==> config.mk <==
export PLATFORM = sky130hd
export DESIGN_NAME = imem_loader
export DESIGN_NICKNAME = d
export VERILOG_FILES = /design/src/rtl/imem_loader_pkg.sv /design/src/rtl/imem_loader_byte_packer.sv /design/src/rtl/imem_loader.sv
export SDC_FILE = /design/constraint.sdc
export NUM_CORES = 1
export LEC_CHECK = 0
export BUFFER_PORTS_ARGS = -buffer_cell sky130_fd_sc_hd__buf_2
export CAP_MARGIN = 40
export CORE_AREA = 2 2 109 111
export DETAILED_ROUTE_END_ITERATION = 12
export DIE_AREA = 0 0 111 113
export SYNTH_ARGS = -nofsm -noshare
export SYNTH_HDL_FRONTEND = slang
export SYNTH_SLANG_ARGS = --single-unit
==> constraint.sdc <==
create_clock -name clk -period 2.5 [get_ports clk]
set_clock_uncertainty 0.05 [all_clocks]
set_input_delay 0.25 -clock clk [delete_from_list [all_inputs] [get_ports clk]]
set_output_delay 0.25 -clock clk [all_outputs]
set_load 0.02 [all_outputs]
==> src/rtl/imem_loader_pkg.sv <==
// -----------------------------------------------------------------------------
// imem_loader_pkg
// Shared definitions for the instruction-memory program loader:
//   - default address width (shared with the fetch stage PC)
//   - default word-count width
//   - bytes per instruction word
//   - loader FSM state encoding
// -----------------------------------------------------------------------------
package imem_loader_pkg;

    localparam int ADDR_W_DEFAULT = 32;
    localparam int CNT_W_DEFAULT  = 16;
    localparam int WORD_BYTES     = 4;

    typedef enum logic [1:0] {
        ST_IDLE    = 2'd0,
        ST_COLLECT = 2'd1,
        ST_WRITE   = 2'd2,
        ST_DONE    = 2'd3
    } loader_state_t;

endpackage

==> src/rtl/imem_loader_byte_packer.sv <==
// -----------------------------------------------------------------------------
// byte_packer
// Big-endian 8-to-32 assembler. Each accepted byte shifts into the low end of
// the word, so the first byte of a group ends up in [31:24].
// Ports:
//   clk, rst_n   : clock, asynchronous active-low reset
//   clear        : drop any partial word and return the index to 0
//   load         : a byte is accepted this cycle
//   byte_data    : the byte being accepted
//   word         : assembled word (stable once the 4th byte has been taken)
//   word_full    : strobe, high in the cycle the 4th byte is accepted
// -----------------------------------------------------------------------------
module byte_packer (
    input  logic        clk,
    input  logic        rst_n,
    input  logic        clear,
    input  logic        load,
    input  logic [7:0]  byte_data,
    output logic [31:0] word,
    output logic        word_full
);

    logic [31:0] word_q, word_d;
    logic [1:0]  idx_q, idx_d;

    always_comb begin
        word_d    = word_q;
        idx_d     = idx_q;
        word_full = 1'b0;
        if (clear) begin
            word_d = 32'd0;
            idx_d  = 2'd0;
        end else if (load) begin
            word_d    = {word_q[23:0], byte_data};
            idx_d     = idx_q + 2'd1;     // wraps to 0 after the 4th byte
            word_full = (idx_q == 2'd3);
        end
    end

    always_ff @(posedge clk or negedge rst_n) begin
        if (!rst_n) begin
            word_q <= 32'd0;
            idx_q  <= 2'd0;
        end else begin
            word_q <= word_d;
            idx_q  <= idx_d;
        end
    end

    assign word = word_q;

endmodule

==> src/rtl/imem_loader.sv <==
// -----------------------------------------------------------------------------
// imem_loader
// Write side of the instruction SRAM. Takes a valid/ready byte stream,
// assembles big-endian 32-bit words and writes them to consecutive
// word-aligned addresses, stalling the pipeline (cpu_hold) while loading.
// Ports:
//   start/base_addr/word_count : begin a load (sampled only in IDLE)
//   abort                      : cancel the load in progress
//   byte_valid/byte_data/byte_ready : input byte stream
//   sram_cs/oe/we/addr/din     : SRAM write port (oe is always 0)
//   busy/cpu_hold              : load in progress / pipeline stall
//   done                       : one-cycle completion pulse
// Optional build macro LOADER_CKSUM_EN adds expected_cksum (in), cksum and
// cksum_err (out): running sum of written words, compared at completion.
// -----------------------------------------------------------------------------
module imem_loader
    import imem_loader_pkg::*;
#(
    parameter int ADDR_W = ADDR_W_DEFAULT,
    parameter int CNT_W  = CNT_W_DEFAULT
) (
    input  logic              clk,
    input  logic              rst_n,
    input  logic              start,
    input  logic [ADDR_W-1:0] base_addr,
    input  logic [CNT_W-1:0]  word_count,
    input  logic              abort,
    input  logic              byte_valid,
    input  logic [7:0]        byte_data,
    output logic              byte_ready,
    output logic              sram_cs,
    output logic              sram_oe,
    output logic              sram_we,
    output logic [ADDR_W-1:0] sram_addr,
    output logic [31:0]       sram_din,
    output logic              busy,
    output logic              cpu_hold,
    output logic              done
`ifdef LOADER_CKSUM_EN
    ,
    input  logic [31:0]       expected_cksum,
    output logic [31:0]       cksum,
    output logic              cksum_err
`endif
);

    loader_state_t     state_q, state_d;
    logic [ADDR_W-1:0] addr_q, addr_d;
    logic [CNT_W-1:0]  remain_q, remain_d;
    logic              zero_done_q, zero_done_d;

    logic        packer_clear;
    logic        byte_accept;
    logic        word_full;
    logic [31:0] word;

    // The low address bits are forced to zero on latch and never used.
    logic unused_addr_lsbs;
    assign unused_addr_lsbs = ^base_addr[1:0];

    assign byte_accept = byte_valid && byte_ready;

    byte_packer u_packer (
        .clk       (clk),
        .rst_n     (rst_n),
        .clear     (packer_clear),
        .load      (byte_accept),
        .byte_data (byte_data),
        .word      (word),
        .word_full (word_full)
    );

    always_comb begin
        state_d      = state_q;
        addr_d       = addr_q;
        remain_d     = remain_q;
        zero_done_d  = 1'b0;
        packer_clear = 1'b0;
        case (state_q)
            ST_IDLE: begin
                if (start) begin
                    packer_clear = 1'b1;
                    if (word_count != '0) begin
                        addr_d   = {base_addr[ADDR_W-1:2], 2'b00};
                        remain_d = word_count;
                        state_d  = ST_COLLECT;
                    end else begin
                        // Empty load: report completion without ever going busy.
                        zero_done_d = 1'b1;
                    end
                end
            end
            ST_COLLECT: begin
                if (word_full) state_d = ST_WRITE;
            end
            ST_WRITE: begin
                addr_d   = addr_q + ADDR_W'(WORD_BYTES);   // wraps silently
                remain_d = remain_q - CNT_W'(1);
                state_d  = (remain_q == CNT_W'(1)) ? ST_DONE : ST_COLLECT;
            end
            ST_DONE: begin
                state_d = ST_IDLE;
            end
            default: state_d = ST_IDLE;
        endcase
        // Abort wins over everything; a write already on the port this cycle
        // still happens because the port is decoded from the current state.
        if (abort && (state_q != ST_IDLE)) begin
            state_d      = ST_IDLE;
            packer_clear = 1'b1;
        end
    end

    always_ff @(posedge clk or negedge rst_n) begin
        if (!rst_n) begin
            state_q     <= ST_IDLE;
            addr_q      <= '0;
            remain_q    <= '0;
            zero_done_q <= 1'b0;
        end else begin
            state_q     <= state_d;
            addr_q      <= addr_d;
            remain_q    <= remain_d;
            zero_done_q <= zero_done_d;
        end
    end

    always_comb begin
        byte_ready = (state_q == ST_COLLECT);
        sram_cs    = (state_q == ST_WRITE);
        sram_we    = (state_q == ST_WRITE);
        sram_oe    = 1'b0;
        sram_addr  = addr_q;
        sram_din   = (state_q == ST_WRITE) ? word : 32'd0;
        busy       = (state_q != ST_IDLE);
        cpu_hold   = (state_q != ST_IDLE);
        done       = (state_q == ST_DONE) || zero_done_q;
    end

`ifdef LOADER_CKSUM_EN
    logic [31:0] cksum_q, cksum_d;
    logic        cksum_err_q, cksum_err_d;

    always_comb begin
        cksum_d     = cksum_q;
        cksum_err_d = cksum_err_q;
        if ((state_q == ST_IDLE) && start) begin
            cksum_d     = 32'd0;
            cksum_err_d = (word_count == '0) ? (expected_cksum != 32'd0) : 1'b0;
        end else if (state_q == ST_WRITE) begin
            cksum_d = cksum_q + word;
            // Settle the verdict on the final write so it is valid with done.
            if (remain_q == CNT_W'(1)) cksum_err_d = (cksum_d != expected_cksum);
        end
    end

    always_ff @(posedge clk or negedge rst_n) begin
        if (!rst_n) begin
            cksum_q     <= 32'd0;
            cksum_err_q <= 1'b0;
        end else begin
            cksum_q     <= cksum_d;
            cksum_err_q <= cksum_err_d;
        end
    end

    assign cksum     = cksum_q;
    assign cksum_err = cksum_err_q;
`endif

endmodule

==> results of run 1 <==
-- layout by cell type (no fill, tap or decap), types with 2 or more instances in the layout --
master     synthesis  final
conb_1             1      3
nand4_1           16     16
clkbuf_16          0      9
or2_2              3      3
a41oi_1            2      2
mux2i_1            2      2
ha_1               4      4
nand3_1           22     22
a211o_1            3      3
o21ai_0            9      9
nor3_1            29     29
a21o_1             2      2
buf_12             0      3
buf_2              5    125
inv_1              8      8
a22oi_1            2      2
o22ai_1            6      6
and3_1             3      3
o211ai_1          14     14
a311oi_1           4      4
nor4_1             8      8
xor2_1             2      2
or3_1              3      3
a21oi_1           42     42
a211oi_1          11     11
nor2_1            39     39
and2_1            35     35
nand2b_1           3      3
and4_1             2      2
nand2_1          106    106
buf_4              6     14
xnor2_1            2      2
nand3b_1           2      2
clkinv_2           0      2
dfrtp_1           83     83
nand4b_1           2      2
o311ai_0           3      3
-- synthesized netlist by cell type (all sizes together) (2+ instances only) --
library cell | number | area share, %
nand4b | 2 | 0.40
buf | 11 | 1.6
or2 | 3 | 0.42
xnor2 | 2 | 0.40
and4 | 3 | 0.62
dfrtp | 83 | 47
and2 | 35 | 4.9
o211ai | 14 | 2.4
nand2 | 106 | 9.0
o311ai | 3 | 0.59
nand3 | 22 | 2.5
inv | 8 | 0.68
nor4 | 10 | 1.9
a311oi | 4 | 0.79
a211oi | 12 | 2.1
nor2 | 39 | 3.3
nor3 | 29 | 3.3
a211o | 3 | 0.59
o22ai | 6 | 0.85
ha | 4 | 1.1
or3 | 3 | 0.42
a22oi | 2 | 0.34
and3 | 4 | 0.59
a41oi | 2 | 0.40
xor2 | 2 | 0.40
a21o | 2 | 0.34
nand3b | 2 | 0.34
nand2b | 3 | 0.42
mux2i | 2 | 0.45
a21oi | 42 | 4.7
clkbuf | 23 | 1.9
nand4 | 17 | 2.5
o21ai | 9 | 1.0
-- kinds of logic (layout without fill, tap and decap cells) --
| logic type | Yosys count | in the layout | synth area share, % |
|---|---|---|---|
| adders and majority gates | 4 | 4 | 1.13 |
| DFF | 83 | 83 | 46.9 |
| other | 1 | 4 | 0.0846 |
| buffers and inverters | 42 | 165 | 4.21 |
| muxes | 2 | 2 | 0.452 |
| AOI/OAI and AO/OA | 105 | 105 | 15.4 |
| and+or+nand+nor | 280 | 280 | 31.0 |
| xor gates and xnor gates | 4 | 4 | 0.791 |
-- report_power, final --
part           leakage [µW]  internal (µW)  switching, µW  total, µW
logic               0.00134            357            587        943
clock network      0.000141            787            533       1320
registers           0.00105           1540            259       1800
-- metal layers --
layer | GRT usage, % | wire (µm)
met5 | 0 | 0
met4 | 6.33 | 176
met3 | 6.27 | 924
met2 | 32.2 | 5760
met1 | 27.8 | 5690
-- worst paths after layout --
path	startpoint	cells after the start	end
min reg2reg	remain_q[15]$_DFFE_PN0P_	1	remain_q[15]$_DFFE_PN0P_
min in group asynchronous	rst_n	2	remain_q[7]$_DFFE_PN0P_
max	state_q[0]$_DFFE_PN0P_	5	sram_din[11]
max reg2reg	sram_addr[14]$_DFFE_PN0P_	5	sram_addr[31]$_DFFE_PN0P_
min	abort	2	state_q[1]$_DFFE_PN0P_
max in group asynchronous	rst_n	3	u_packer.word[27]$_DFFE_PN0P_
-- cell type report --
class	instances	area, µm²
diodes	1	2.50
clock buffers	11	243
clock inverters	3	40.0
fillers	1097	5730
inverters	8	30.0
multi-input cells	398	2170
flip-flops and latches	83	2080
well taps	143	179
repair buffers	143	801
-- sequential cells by signal (all words and copies together) (netlist names) --
name	count
state_q	2
remain_q	16
sram_addr	30
zero_done_q	1
u_packer.word	32
u_packer.idx_q	2
-- repair_timing --
item                      4_1_cts  5_1_grt
hold endpoints to repair       35        0
hold buffers                    1        0
gates resized for setup         0        0
-- metrics by stage --
stage | worst slack [ns] | hold WS, ns | util [%] | cell area (µm²)
after floorplan | 0.269 | -0.0956 | - | 4440
after CTS | 0.164 | 0.0258 | 49.2 | 5540
after detailed placement | 0.351 | 0.197 | 46.6 | 5250
final | 0.188 | 0.0306 | 49.2 | 5550
after global routing | 0.0409 | 0.0282 | 49.2 | 5540
after global placement | 0.383 | 0.195 | 46.6 | 5250
==> flow_summary.ini, run 1 <==
[status]
status = finished clean

[timing]
setup_viol = 0
tns_ns = 0
post-route-min-period_ns = 2.31
fmax_ghz = 0.432
report.final.hold_viol_count = 0
worstMarginPinSlew_ns = 0.632
rsz0062_at_grt = no
period_share_pct = 92.5
maxSlewHeadroom_pct = 57.4
drv_slew = 0

[route]
vias = 4319
wl_per_cell_um = 15.9
routed_via_density = 5.47
drt_first_pass_iters = 5
drc = 0
drtIter0Drc = 352
wl_um = 12500
ant_nets = 0

[logic_synthesis]
synth_area_mm2 = 0.00443
synth_edf_count = 0
synth_ff_type = dfrtp_1
synthDistinctLibCells = 49
synthCells = 521
ys_warn_count = 0
synth_seq_cells = 83
yosysSeqAreaShare_pct = 46.9
avgSynthCellArea_um2 = 8.50
synth-async-reset-ratio_pct = 100

[floorplan]
die_height_um = 113
initial_core_util_pct = 39.3
num_rows = 39
core_mm2 = 0.0113
dieArea_mm2 = 0.0125
ios = 132
die_w_um = 111

[power]
ir_worst_vdd_uv = 355
p_per_area_mw_per_mm2 = 733
leakagePower_uw = 0.00252
power_uw = 4060

[cells_and_area]
syn_to_final_growth_pct = 25.2
drive_gt1_share_pct = 25.7
fin_nets = 708
fin_cells = 790

[cts]
clk_pin_slew_ns = 0.06
clockRootBuffer = clkbuf_16
cts_tree = done
htreeDepth = 3
clock_path_buffers = 2
clk_latency_ns = 0.35
numClockSinks = 83
cts_buffers = 9
post-cts-setup-buffers = 0

[worst_setup_path]
crit_fanout = 37
crit_slowest_cell = dfrtp_1
r2r_slack_ns = 0.41
worstSetupStartpointType = flip-flop
crit_arrival_ns = 2.01
slowest_delay_ns = 0.42
cp-end-kind = primary output
worstPathRequired_ns = 2.20
crit_buf_inv = 3
critPathTopFamily = buffers and inverters
cp_cell_sequence = nand2b_1, inv_1, buf_4, and2_1, buf_2
crit_type = flip-flop to primary output

[global_routing]
grt.overflow.total = 0
antenna_found_initial = 1
grt_pass1_wl_um = 20900
grt_usage_pct = 20.6
grt_pass1_vias = 4058
grt_max_degree = 49

[placement]
dpl.cell_count = 774
io_buffers = 126
dpl.hpwl_um = 8680
gp_congestion = 0.831

[hold_path]
hp-class = primary input to flip-flop

[job]
max-cap-violations = 0
No activity file was read; power rests on OpenSTA's default activity.
==> inputs of run 2 (changes only) <==
--- a/config.mk
+++ b/config.mk
@@ -10,6 +10,7 @@
 export CORE_AREA = 2 2 109 111
 export DETAILED_ROUTE_END_ITERATION = 12
 export DIE_AREA = 0 0 111 113
+export REMOVE_ABC_BUFFERS = 1
 export SYNTH_ARGS = -nofsm -noshare
 export SYNTH_HDL_FRONTEND = slang
 export SYNTH_SLANG_ARGS = --single-unit
==> constraint.sdc (replaced) <==
create_clock -name clk -period 2.5 [get_ports clk]
set_clock_uncertainty 0.05 [all_clocks]
set_input_delay 0.375 -clock clk [delete_from_list [all_inputs] [get_ports clk]]
set_output_delay 0.375 -clock clk [all_outputs]
set_load 0.02 [all_outputs]
==> flow_summary.ini, run 2 (synthesized netlist as in run 1, its figures left out) <==
[power]
p_per_area_mw_per_mm2 = 720
leakagePower_uw = 0.00254
ir_worst_vdd_uv = 477

[cells_and_area]
layout_common_cells = 125 x buf_2, 106 x nand2_1, 83 x dfrtp_1
fillers = 1101
fin_nets = 714
insertedDiodeCount = 0
multi_input_area_mm2 = 0.00217
largest_reg_flops = 32
seqCellArea_mm2 = 0.00208
syn_to_final_growth_pct = 25.8
drive_gt1_share_pct = 26.8
fin_cells = 797
final_common_cell = buf_2

[route]
drc = 0
drt_first_pass_iters = 4
ant_nets = 0
vias = 4234
routed_via_density = 5.31
drtIter0Drc = 269
wl_per_cell_um = 15.3
wl_um = 12200

[global_routing]
grt_pass1_wl_um = 20100
grt_pass1_vias = 4121
grt.overflow.total = 0
antenna_found_initial = 0
grt_usage_pct = 19.6
grt_max_degree = 38

[timing]
drv_slew = 0
fmax_ghz = 0.451
report.final.hold_viol_count = 0
setup_viol = 0
maxSlewHeadroom_pct = 60.0
rsz0062_at_grt = no
post-route-min-period_ns = 2.22
tns_ns = 0
setup_slack_ns = 0.281
worstMarginPinSlew_ns = 0.594
period_share_pct = 88.8

[placement]
gp_congestion = 0.859
place_ws_ns = 0.335
io_buffers = 126
dpl.cell_count = 780
dpl.hpwl_um = 8660

[worst_setup_path]
cp_cell_sequence = nand2b_1, inv_1, buf_4, and2_1, buf_2
worstSetupStartpointType = flip-flop
crit_arrival_ns = 1.79
slowest_delay_ns = 0.42
worstPathRequired_ns = 2.08
cp-end-kind = primary output
crit_fanout = 33
crit_type = flip-flop to primary output
crit_slowest_cell = dfrtp_1
critPathTopFamily = buffers and inverters
crit_buf_inv = 3

[cts]
htreeDepth = 3
clock_path_buffers = 2
clk_latency_ns = 0.34
hold_buffers = 1
post-cts-setup-buffers = 0
cts_buffers = 9
clockRootBuffer = clkbuf_16
post_cts_resized = 0
cts_tree = done
numClockSinks = 83
clk_pin_slew_ns = 0.06

[floorplan]
num_rows = 39
ios = 132
initial_core_util_pct = 39.3
die_height_um = 113
dieArea_mm2 = 0.0125
core_mm2 = 0.0113
die_w_um = 111

[hold_path]
hp-class = primary input to flip-flop

[job]
max-cap-violations = 0

[status]
status = finished clean
run 2: report_power, final:
| part | switching, µW | internal (µW) |
|---|---|---|
| sequential | 261 | 1540 |
| clock | 554 | 729 |
| combinational | 574 | 354 |
run 2: per-layer routing:
metal | vias up | wire [µm] | track usage [%]
li1 | 2101 | - | -
met1 | 2002 | 5510 | 25.9
met2 | 122 | 5640 | 31.4
met3 | 9 | 962 | 6.86
met4 | 0 | 85 | 4.17
met5 | - | 0 | 0
run 2: final timing paths:
check	from	end	slack [ns]	cells past startpoint
setup reg to reg	state_q[0]$_DFFE_PN0P_	remain_q[15]$_DFFE_PN0P_	0.42	7
min in group asynchronous	rst_n	remain_q[10]$_DFFE_PN0P_	0.46	2
hold reg to reg	remain_q[13]$_DFFE_PN0P_	remain_q[13]$_DFFE_PN0P_	0.44	1
max in group asynchronous	rst_n	u_packer.word[30]$_DFFE_PN0P_	1.31	3
hold / removal	abort	state_q[1]$_DFFE_PN0P_	0.16	2
setup / recovery	state_q[0]$_DFFE_PN0P_	sram_din[27]	0.28	5
run 2: layout make-up:
cell class,count,area share (%)
multi-input cells,398,39.0
flip-flops and latches,83,37.3
well taps,143,3.21
inverters,8,0.539
repair buffers,149,14.7
clock buffers,11,4.54
clock inverters,5,0.674
run 2: stage by stage:
step | total power [µW] | util (%) | hold slack (ns) | area (µm²)
finish | 4010 | 49.4 | 0.165 | 5570
global route | 4230 | 49.4 | 0.155 | 5570
CTS | 4050 | 49.4 | 0.154 | 5570
detailed placement | 2760 | 46.8 | 0.296 | 5270
global placement | 2720 | 46.8 | 0.287 | 5270
floorplan | 2340 | - | 0.0294 | 4280
